<file path="config.mk">
export PLATFORM = sky130hd
export DESIGN_NAME = acc_4b
export DESIGN_NICKNAME = d
export VERILOG_FILES = /design/src/rtl/acc_4b.sv
export SDC_FILE = /design/constraint.sdc
export NUM_CORES = 1
export LEC_CHECK = 0
export CAP_MARGIN = 40
export CORE_MARGIN = 3
export CORE_UTILIZATION = 51
export CTS_BUF_LIST = sky130_fd_sc_hd__clkbuf_4 sky130_fd_sc_hd__clkbuf_8 sky130_fd_sc_hd__clkbuf_16
export DETAILED_ROUTE_END_ITERATION = 16
export PLACE_DENSITY = 0.89
export SLEW_MARGIN = 0
export SYNTH_ARGS = -nofsm -noshare
export SYNTH_HDL_FRONTEND = slang
export SYNTH_SLANG_ARGS = --single-unit
</file>
<file path="constraint.sdc">
create_clock -name clk -period 2.8 [get_ports clk]
set_input_delay 0.56 -clock clk [delete_from_list [all_inputs] [get_ports clk]]
set_output_delay 0.56 -clock clk [all_outputs]
set_load 0.02 [all_outputs]
</file>
<file path="src/rtl/acc_4b.sv">
// acc_4b: registered accumulator stage with a single-entry output buffer.
// Each accepted operand/op updates the accumulator (acc) and the carry/borrow flag (cy).
// The new result is latched into the output buffer, so back-to-back ops chain through
// acc with no stall. The valid/ready handshake on both sides lets a downstream stall
// back-pressure upstream.
//
// Ports:
//   clk        rising-edge clock
//   rst        synchronous, active-high reset
//   in_valid   operand/op presented
//   in_ready   block can accept this cycle (combinational: !out_valid || out_ready)
//   in_op      operation code (LOAD/ADD/SUB/AND/OR/XOR/NOT/CLR)
//   in_data    operand
//   out_valid  result buffer full
//   out_ready  consumer takes the result this cycle
//   out_data   accumulator value after the op
//   out_carry  carry/borrow flag of the op
//   out_zero   registered out_data == 0
module acc_4b #(
    parameter int unsigned WIDTH = 4
) (
    input  logic             clk,
    input  logic             rst,
    input  logic             in_valid,
    output logic             in_ready,
    input  logic [2:0]       in_op,
    input  logic [WIDTH-1:0] in_data,
    output logic             out_valid,
    input  logic             out_ready,
    output logic [WIDTH-1:0] out_data,
    output logic             out_carry,
    output logic             out_zero
);

    typedef enum logic [0:0] {StEmpty, StFull} state_e;

    localparam logic [2:0] OpLoad = 3'b000;
    localparam logic [2:0] OpAdd  = 3'b001;
    localparam logic [2:0] OpSub  = 3'b010;
    localparam logic [2:0] OpAnd  = 3'b011;
    localparam logic [2:0] OpOr   = 3'b100;
    localparam logic [2:0] OpXor  = 3'b101;
    localparam logic [2:0] OpNot  = 3'b110;
    localparam logic [2:0] OpClr  = 3'b111;

    state_e           state_q, state_d;
    logic [WIDTH-1:0] acc_q, acc_d;
    logic             cy_q, cy_d;
    logic [WIDTH-1:0] data_q, data_d;
    logic             carry_q, carry_d;
    logic             zero_q, zero_d;

    logic             accept;
    logic [WIDTH:0]   sum;
    logic [WIDTH:0]   diff;
    logic [WIDTH-1:0] alu_acc;
    logic             alu_cy;

    // Pass-through ready: a pop in the same cycle frees the buffer for a push.
    assign in_ready = (state_q == StEmpty) || out_ready;
    assign accept   = in_valid && in_ready;

    // Extended by one bit so the MSB of the result is the carry-out or the borrow.
    assign sum  = {1'b0, acc_q} + {1'b0, in_data};
    assign diff = {1'b0, acc_q} - {1'b0, in_data};

    always_comb begin
        alu_acc = acc_q;
        alu_cy  = 1'b0;
        unique case (in_op)
            OpLoad: alu_acc = in_data;
            OpAdd: begin
                alu_acc = sum[WIDTH-1:0];
                alu_cy  = sum[WIDTH];
            end
            OpSub: begin
                alu_acc = diff[WIDTH-1:0];
                alu_cy  = diff[WIDTH];
            end
            OpAnd: alu_acc = acc_q & in_data;
            OpOr:  alu_acc = acc_q | in_data;
            OpXor: alu_acc = acc_q ^ in_data;
            OpNot: alu_acc = ~acc_q;
            OpClr: alu_acc = '0;
            default: alu_acc = acc_q;
        endcase
    end

    // Next-state logic for the output buffer and the accumulator.
    always_comb begin
        state_d = state_q;
        acc_d   = acc_q;
        cy_d    = cy_q;
        data_d  = data_q;
        carry_d = carry_q;
        zero_d  = zero_q;
        if (accept) begin
            acc_d   = alu_acc;
            cy_d    = alu_cy;
            data_d  = alu_acc;
            carry_d = alu_cy;
            zero_d  = (alu_acc == '0);
        end
        unique case (state_q)
            StEmpty: if (accept) state_d = StFull;
            StFull:  if (out_ready && !accept) state_d = StEmpty;
            default: state_d = StEmpty;
        endcase
    end

    always_ff @(posedge clk) begin
        if (rst) begin
            state_q <= StEmpty;
            acc_q   <= '0;
            cy_q    <= 1'b0;
            data_q  <= '0;
            carry_q <= 1'b0;
            zero_q  <= 1'b0;
        end else begin
            state_q <= state_d;
            acc_q   <= acc_d;
            cy_q    <= cy_d;
            data_q  <= data_d;
            carry_q <= carry_d;
            zero_q  <= zero_d;
        end
    end

    assign out_valid = (state_q == StFull);
    assign out_data  = data_q;
    assign out_carry = carry_q;
    assign out_zero  = zero_q;

endmodule
</file>
==> results of run 1 <==
==> state kept, by name, summed over array words and instances (netlist names) <==
signal,flops
out_valid,1
out_carry,1
out_data,4
out_zero,1
==> layout by cell type (no fill, tap or decap), types with 2 or more instances in the layout <==
master,count
nand2_1,4
nor3_1,2
fa_1,2
a211oi_1,5
dfxtp_1,7
ha_1,12
o211ai_1,3
nand2b_1,2
nand3b_1,3
a21oi_1,9
clkdlybuf4s50_1,18
buf_4,6
xor2_1,2
o21ai_0,3
nor2_1,9
nor2b_1,5
inv_1,12
clkbuf_4,4
or3_1,2
==> final cells by class <==
| type | instances | area share |
|---|---|---|
| Clock buffer | 4 | 0.0257 |
| Tap cell | 24 | 0.0257 |
| Sequential cell | 7 | 0.120 |
| Timing Repair Buffer | 24 | 0.193 |
| Inverter | 12 | 0.0385 |
| Multi-Input combinational cell | 87 | 0.598 |
==> worst register-to-register path: cells and delay by family, from the launching register on <==
family	cells	cell delay, ps
AO/OA/AOI/OAI	1	220
AND/OR/NAND/NOR	3	570
adder cells (fa/ha/maj)	2	620
flip-flops	1	400
multiplexers	1	300
==> kinds of logic (layout without fill, tap and decap cells) <==
logic type	after synthesis	in the layout
simple gates	34	34
compound gates	33	33
buf+inv	19	40
fa+ha+maj	14	14
flops	7	7
xor+xnor	3	3
mux	3	3
==> how the worst max path moves through the flow <==
stage,start,end,depth (start not counted)
finish,in_data[1],out_zero,9
global route,in_data[0],out_zero,8
CTS,in_data[0],out_zero,8
floorplan,in_data[0],out_zero,7
global placement,in_data[0],out_zero,8
detailed placement,in_data[0],out_zero,8
==> per-layer routing <==
layer / vias up / routed length, um / GRT usage
li1: 446 / - / -
met1: 424 / 929 / 0.239
met4: 0 / 19 / 0.0569
met2: 56 / 1300 / 0.396
met5: - / 0 / 0
met3: 2 / 151 / 0.0306
==> synth_stat cells, drive strengths merged, types with 2 or more instances <==
library cell / count
nand2: 4
nor2b: 5
o21ai: 4
nor2: 9
buf: 6
nor3: 3
xor2: 2
nand3b: 3
a211oi: 6
dfxtp: 7
nand2b: 2
a21oi: 9
mux2: 2
ha: 12
o211ai: 3
or3: 2
fa: 2
inv: 12
==> through the flow <==
| stage | util | worst slack [ps] |
|---|---|---|
| final | 0.726 | 241 |
| after global routing | 0.726 | 66.5 |
| after CTS | 0.726 | 227 |
| after detailed placement | 0.707 | -38.0 |
| after global placement | 0.707 | 42.2 |
| after floorplan | - | 558 |
==> power breakdown <==
group	internal (mW)	leakage, nW	switching (mW)	total [mW]
Combinational	0.0879	0.424	0.0992	0.187
Clock	0.0643	0.0184	0.0406	0.105
Sequential	0.107	0.0576	0.00993	0.117
==> reports/results.env, run 1 <==
CTS.ROOT.BUFFER_CELL='clkbuf_4'
CRITPATHREQUIREDTIME_PS=2980
FIN_NETS=160
YOSYSTOPAREACELL='ha_1'
ANT_NETS=0
DR.PASS1.ITERS=4
SYNTH.NET_COUNT=138
CRIT_ARRIVAL_PS=2740
DRT-WIRELENGTH-PER-CELL_UM=15.2
WORSTPATHMAXFANOUT=4
GRT_SETUP_UNREPAIRED='no'
GPL.FINAL_WEIGHTED_CONGESTION=0.843
FINAL-SETUP-VIOL-COUNT=0
TIMING.SETUP.TNS_PS=0
ANTENNA_FOUND_INITIAL=0
DIEWIDTH_UM=48.8
SYNTH_COMPOUND_AREA_FRAC=0.271
CTS_NUM_SINKS=7
POST_SYNTH_INSTANCE_AREA_UM2=933
FINAL.FILL_COUNT=130
P_PER_AREA_nW_PER_UM2=350
YOSYS_WARNINGS=0
TOP_AREA_CELLS_IN_THE_SYNTHESIZED_NETLIST='ha_1 16%, dfxtp_1 15%, a21oi_1 4.8%, inv_1 4.8%, fa_1 4.3%'
CRITPATHKIND='primary input to flop'
REGTOREGENDPOINT='out_zero'
SYNTH_XOR_AREA_FRAC=0.0282
POST_SYNTH_EDFFS=0
MULTIINPUTGATEAREA_UM2=699
POWER_LEAKAGE_nW=0.500
HOLD_WS_PS=489
VIAS=928
MAX-VDD-IR-DROP_mV=0.331
TOTAL_POWER_CONSUMPTION_mW=0.409
CTS_TREE='yes'
NUMPORTBUFFERS=18
MAIN_COMBINATIONAL_CELL_FAMILY_BY_AREA_AFTER_SYNTHESIS='compound AO/OA/AOI/OAI gates'
POST_SYN_AREA_PER_CELL_UM2=8.26
FIRST_GLOBAL_VIAS=906
DPL-INSTANCE-AREA_UM2=1140
DIE-AREA_UM2=2380
SYNTHESIS.INSTANCES=113
MAXSLEWHEADROOM=0.634
INITIAL_UTILIZATION=0.579
WORST_PATH_LARGEST_CELL_DELAY_PS=540
CTS-ROOT-TO-SINK-BUFFERS=2
CRIT_PATH_CELL_TRACE='clkdlybuf4s50_1 -> inv_1 -> ha_1 -> nor3_2 -> o311a_1 -> nor3_1 -> o32a_1 -> nor2b_1 -> o31ai_2'
CRIT-REG2REG-LAUNCH='out_data[0]'
YS_DOMINANT_REG_CELL='dfxtp_1'
HOLDCRITPATHCLASS='flop to flop'
WORST-SLEW-PIN-TRANSITION_PS=548
RUN_STATUS='finished clean'
DP.FINAL_HPWL_MM=1.85
POST_ROUTE_CELLS_DRIVE_ABOVE_1_SHARE=0.127
DRV_CAP=0
IO_PINS=19
CLOCK_LATENCY_OF_THE_LATER_CLOCKED_REGISTER_IN_THE_WORST_SKEW_PAIR_PS=260
RR_WORST_DEPTH=7
CTSHOLDBUFFERS=0
FMAXACHIEVABLE_MHz=391
DR.FIRST_ITER.DRC_COUNT=35
FINALWORSTPATHREQUIREDPERIOD_PS=2560
POSTCTSSETUPREPAIRBUFS=0
REG_AREA_UM2=140
PLACED_CELLS=154
NUMBER_OF_STANDARD_CELL_ROWS_IN_THE_FLOORPLAN=14
AREA_GROWTH_PCT=25.3
SETUP.REG_TO_REG.WORST_SLACK_PS=620
SLEW_VIOL_FINAL=0
PIN_COUNT_OF_THE_BIGGEST_NET_ENTERING_GLOBAL_ROUTING=20
GLOBALROUTETOTALUTIL=0.209
DRC=0
STARTPOINT_TYPES='primary input'
SHARE_OF_YOSYS_CELL_AREA_CLAIMED_BY_THE_TOP_AREA_CELL_TYPE=0.161
WORST_PATH_BUFFER_PLUS_INVERTER_COUNT=2
TIMING.CRITICAL_PATH.SLOWEST_STAGE_CELL='clkdlybuf4s50_1'
GLOBAL_ROUTE_WIRE_LENGTH_BEFORE_REPAIR_MM=4.01
NUMBER_OF_ANTENNA_DIODES=0
FINAL_AREA_UM2=1170
H-TREE-DEPTH=1
TRITONCTS_BUFFER_COUNT=3
HOLDCRITSTARTPOINT='out_carry'
SYNTHSIMPLEGATEAREAFRAC=0.208
REPORT.FINAL.HOLD_VIOL_COUNT=0
CRITPATHCAPTURETYPE='flop'
SYNTH_CELL_TYPE_COUNT=44
DIE_H_UM=48.8
TIMING.CRITICAL_PATH.MAX_DELAY_FAMILY='compound AO/OA/AOI/OAI gates'
STDCELL_COUNT=158
CORE-AREA_UM2=1610
ASYNC_RESET_FF_FRAC=0
SYNTH_SEQ_AREA_SHARE=0.150
WORST_SETUP_HOLD_PATH_CLK_SLEW_PS=60
HOLD_DEPTH=2
HOLD_END='out_carry'
POST_CTS.RESIZED_INSTANCES=0
YOSYS_REGISTER_BITS=7
TOTALWIRELENGTH_MM=2.40
SYNTHMUXAREASHARE=0.0389
VIA_PER_INST=5.87
FINALCLOCKSKEW_PS=8.14
YOSYS.AREA_SHARE.ADDER=0.204
GRT_OVERFLOW=0
FIN_CRIT_SH=0.914
No activity file was read; power rests on OpenSTA's default activity.
==> run 2: changes to the inputs <==
- CORE_UTILIZATION: 51 -> 46
- PLACE_DENSITY: 0.89 -> 0.86
- clock period: 2.8 -> 2.2 ns (I/O delays scaled with it)
==> run 2 against run 1 <==
Flip-flop and latch count stayed put. Via count is 12% higher. Clock skew is 7.6 ps lower. Critical path type is now flop to flop. First-iteration DRC count is 66% lower.
==> reports/results.env, run 2 (same netlist as run 1, synthesis figures left out) <==
DIEWIDTH_UM=51.0  # was 48.8 um
WORST_SETUP_HOLD_PATH_CLK_SLEW_PS=60  # about the same
P_PER_AREA_nW_PER_UM2=429  # was 350 nW/um^2
ANTENNA_FOUND_INITIAL=0  # unchanged
FINAL_AREA_UM2=1440  # was 1170 um^2
DR.PASS1.ITERS=4  # unchanged
MAX-VDD-IR-DROP_mV=0.303  # was 0.331 mV
DPL-INSTANCE-AREA_UM2=1290  # was 1140 um^2
NUMBER_OF_ANTENNA_DIODES=0  # unchanged
GRT_OVERFLOW=0  # unchanged
SWSHARE=0.375  # was 0.366
SETUP.REG_TO_REG.WORST_SLACK_PS=50  # was 620 ps
TRITONCTS_BUFFER_COUNT=3  # unchanged
CTS_TREE='yes'  # unchanged
WORSTPATHMAXFANOUT=2  # was 4
REGTOREGENDPOINT='out_zero'  # unchanged
HOLD_DEPTH=2  # unchanged
DRT-WIRELENGTH-PER-CELL_UM=16.5  # was 15.2 um
RR_WORST_DEPTH=7  # unchanged
GLOBAL_ROUTE_WIRE_LENGTH_BEFORE_REPAIR_MM=4.46  # was 4.01 mm
FIRST_GLOBAL_VIAS=1047  # was 906
ROUTED_WL_MET3_UM=214  # was 151 um
LAYOUT.CELLS.MOST_COMMON='buf_4'  # was clkdlybuf4s50_1
M1WIRELENGTH_MM=1.14  # was 929 um
FINAL-SETUP-VIOL-COUNT=0  # unchanged
POWER.INTERNAL_mW=0.385  # was 0.259 mW
TOTAL_POWER_CONSUMPTION_mW=0.616  # was 0.409 mW
DP.FINAL_HPWL_MM=2.05  # was 1.85 mm
H-TREE-DEPTH=1  # unchanged
CRIT_PATH_CELL_TRACE='ha_2 -> fa_1 -> mux2_4 -> and3_4 -> nor3_4 -> nand4b_1 -> o31ai_2'  # was clkdlybuf4s50_1 -> inv_1 -> ha_1 -> nor3_2 -> o311a_1 -> nor3_1 -> o32a_1 -> nor2b_1 -> o31ai_2
INITIAL_UTILIZATION=0.513  # was 0.579
HOLDCRITPATHCLASS='flop to flop'  # unchanged
NUMBER_OF_STANDARD_CELL_ROWS_IN_THE_FLOORPLAN=15  # was 14
CP-ENDPOINT='out_zero'  # unchanged
FINAL_CORE_UTIL=0.789  # was 0.726
CTS-ROOT-TO-SINK-BUFFERS=2  # unchanged
CLOCK_LATENCY_OF_THE_LATER_CLOCKED_REGISTER_IN_THE_WORST_SKEW_PAIR_PS=270  # was 260 ps
TOTALWIRELENGTH_MM=2.98  # was 2.40 mm
REPORT.FINAL.HOLD_VIOL_COUNT=0  # unchanged
CORE-AREA_UM2=1820  # was 1610 um^2
CLOCK_POWER_SHARE=0.236  # was 0.257
DRC=0  # unchanged
COMB_POWER_SHARE=0.529  # was 0.458
DIE-AREA_UM2=2610  # was 2380 um^2
GPL.FINAL_WEIGHTED_CONGESTION=0.861  # was 0.843
STARTPOINT_TYPES='flop'  # was primary input
CTS.ROOT.BUFFER_CELL='clkbuf_4'  # unchanged
VIAS=1037  # was 928
CTSHOLDBUFFERS=0  # unchanged
TIMING.CRITICAL_PATH.MAX_DELAY_FAMILY='adder cells'  # was compound AO/OA/AOI/OAI gates
RUN_STATUS='finished clean'  # unchanged
TIMING.CRITICAL_PATH.SLOWEST_STAGE_CELL='fa_1'  # was clkdlybuf4s50_1
POST_ROUTE_CELLS_DRIVE_ABOVE_1_SHARE=0.372  # was 0.127
ANT_NETS=0  # unchanged
CRITICAL_PATH_DEPTH=7  # was 9
CRIT-REG2REG-LAUNCH='out_data[0]'  # unchanged
DRV_CAP=0  # unchanged
MAXSLEWHEADROOM=0.725  # was 0.634
FMAXACHIEVABLE_MHz=464
PIN_COUNT_OF_THE_BIGGEST_NET_ENTERING_GLOBAL_ROUTING=16  # was 20
AREA_GROWTH_PCT=53.9  # was 25.3%
FIN_NETS=182  # was 160
SWITCHING_POWER_mW=0.231  # was 0.150 mW
SLEW_VIOL_FINAL=0  # unchanged
CRITPATHKIND='flop to flop'  # was primary input to flop
FINALCLOCKSKEW_PS=0.538  # was 8.14 ps
FIN_CRIT_SH=0.979
DR.FIRST_ITER.DRC_COUNT=12  # was 35
WL_MET2_MM=1.50  # was 1.30 mm
FINALWORSTPATHREQUIREDPERIOD_PS=2150
NUMPORTBUFFERS=18  # unchanged
WORST-SLEW-PIN-TRANSITION_PS=412  # was 548 ps
CTS_NUM_SINKS=7  # unchanged
HIGHEST_LAYER='met4'  # unchanged
VIA_PER_INST=5.73  # was 5.87
DIE_H_UM=51.0  # was 48.8 um
CRITPATHREQUIREDTIME_PS=2390  # was 2980 ps
WORST_PATH_LARGEST_CELL_DELAY_PS=480  # was 540 ps
SHARE_OF_TOTAL_POWER_IN_SEQUENTIAL_CELLS=0.235  # was 0.286
TIMING.CRITICAL_PATH.FROM='out_data[0]'  # was in_data[1]
HOLD_WS_PS=496  # was 489 ps
LARGEST_REGISTER_FFS=4  # unchanged
GLOBALROUTETOTALUTIL=0.233  # was 0.209
IO_PINS=19  # unchanged
LAYOUT_COMMON_CELLS='27 x buf_4, 14 x clkdlybuf4s50_1, 9 x inv_1'  # was 18 x clkdlybuf4s50_1, 12 x inv_1, 12 x ha_1
POWER_LEAKAGE_nW=0.639  # was 0.500 nW
WORST_PATH_BUFFER_PLUS_INVERTER_COUNT=0  # was 2
CRITPATHCAPTURETYPE='flop'  # unchanged
TIMING.SETUP.TNS_PS=0  # unchanged
CRIT_ARRIVAL_PS=2340  # was 2740 ps
run 2: how the worst min path moves through the flow:
stage          startpoint        end  slack [ps]
6_report        out_carry  out_carry         500
5_1_grt         out_carry  out_carry         550
4_1_cts         out_carry  out_carry         500
3_5_place_dp    out_carry  out_carry         490
3_3_place_gp    out_carry  out_carry         470
2_1_floorplan    in_valid  out_valid         570
run 2: routing by layer:
| metal | vias to the layer above | GRT usage |
|---|---|---|
| li1 | 493 | - |
| met1 | 484 | 0.247 |
| met2 | 43 | 0.397 |
| met3 | 17 | 0.0904 |
| met4 | 0 | 0.121 |
| met5 | - | 0 |
run 2: worst reg2reg max path: cells and delay by family (launching register included):
| kind | cells | cell delay (ps) |
|---|---|---|
| fa+ha+maj | 2 | 660 |
| flops | 1 | 330 |
| compound gates | 1 | 270 |
| simple gates | 3 | 530 |
| mux | 1 | 280 |
run 2: cell type report:
cell class              count  area [um^2]
clock buffers               4         30.0
fillers                   124          384
inverters                  12         45.0
multi-input cells          87          796
flip-flops and latches      7          141
well taps                  25         31.3
repair buffers             46          393
run 2: power by group through the flow:
stage          registers (mW)  logic (mW)  clock network [mW]
2_1_floorplan           0.160       0.148                   0
3_3_place_gp            0.146       0.267                   0
3_5_place_dp            0.147       0.276                   0
4_1_cts                 0.144       0.289               0.146
5_1_grt                 0.146       0.353               0.152
6_report                0.145       0.326               0.145
run 2: repair_timing:
action	4_1_cts	5_1_grt
setup endpoints to repair	5	2
pin swaps	5	14
resized for setup	9	18
setup buffers	0	2
run 2: through the flow:
stage / instances / setup WS [ps]
final: 181 / 45.4
after global routing: 181 / -18.4
after CTS: 179 / -8.91
after detailed placement: 175 / -543
after global placement: 175 / -448
after floorplan: 113 / 19.6
==> run 3: changes to the inputs <==
- CTS_CLUSTER_SIZE: default -> 12
==> results of run 3 <==
The final DEF is identical to that of run 2; final timing and power are the same.
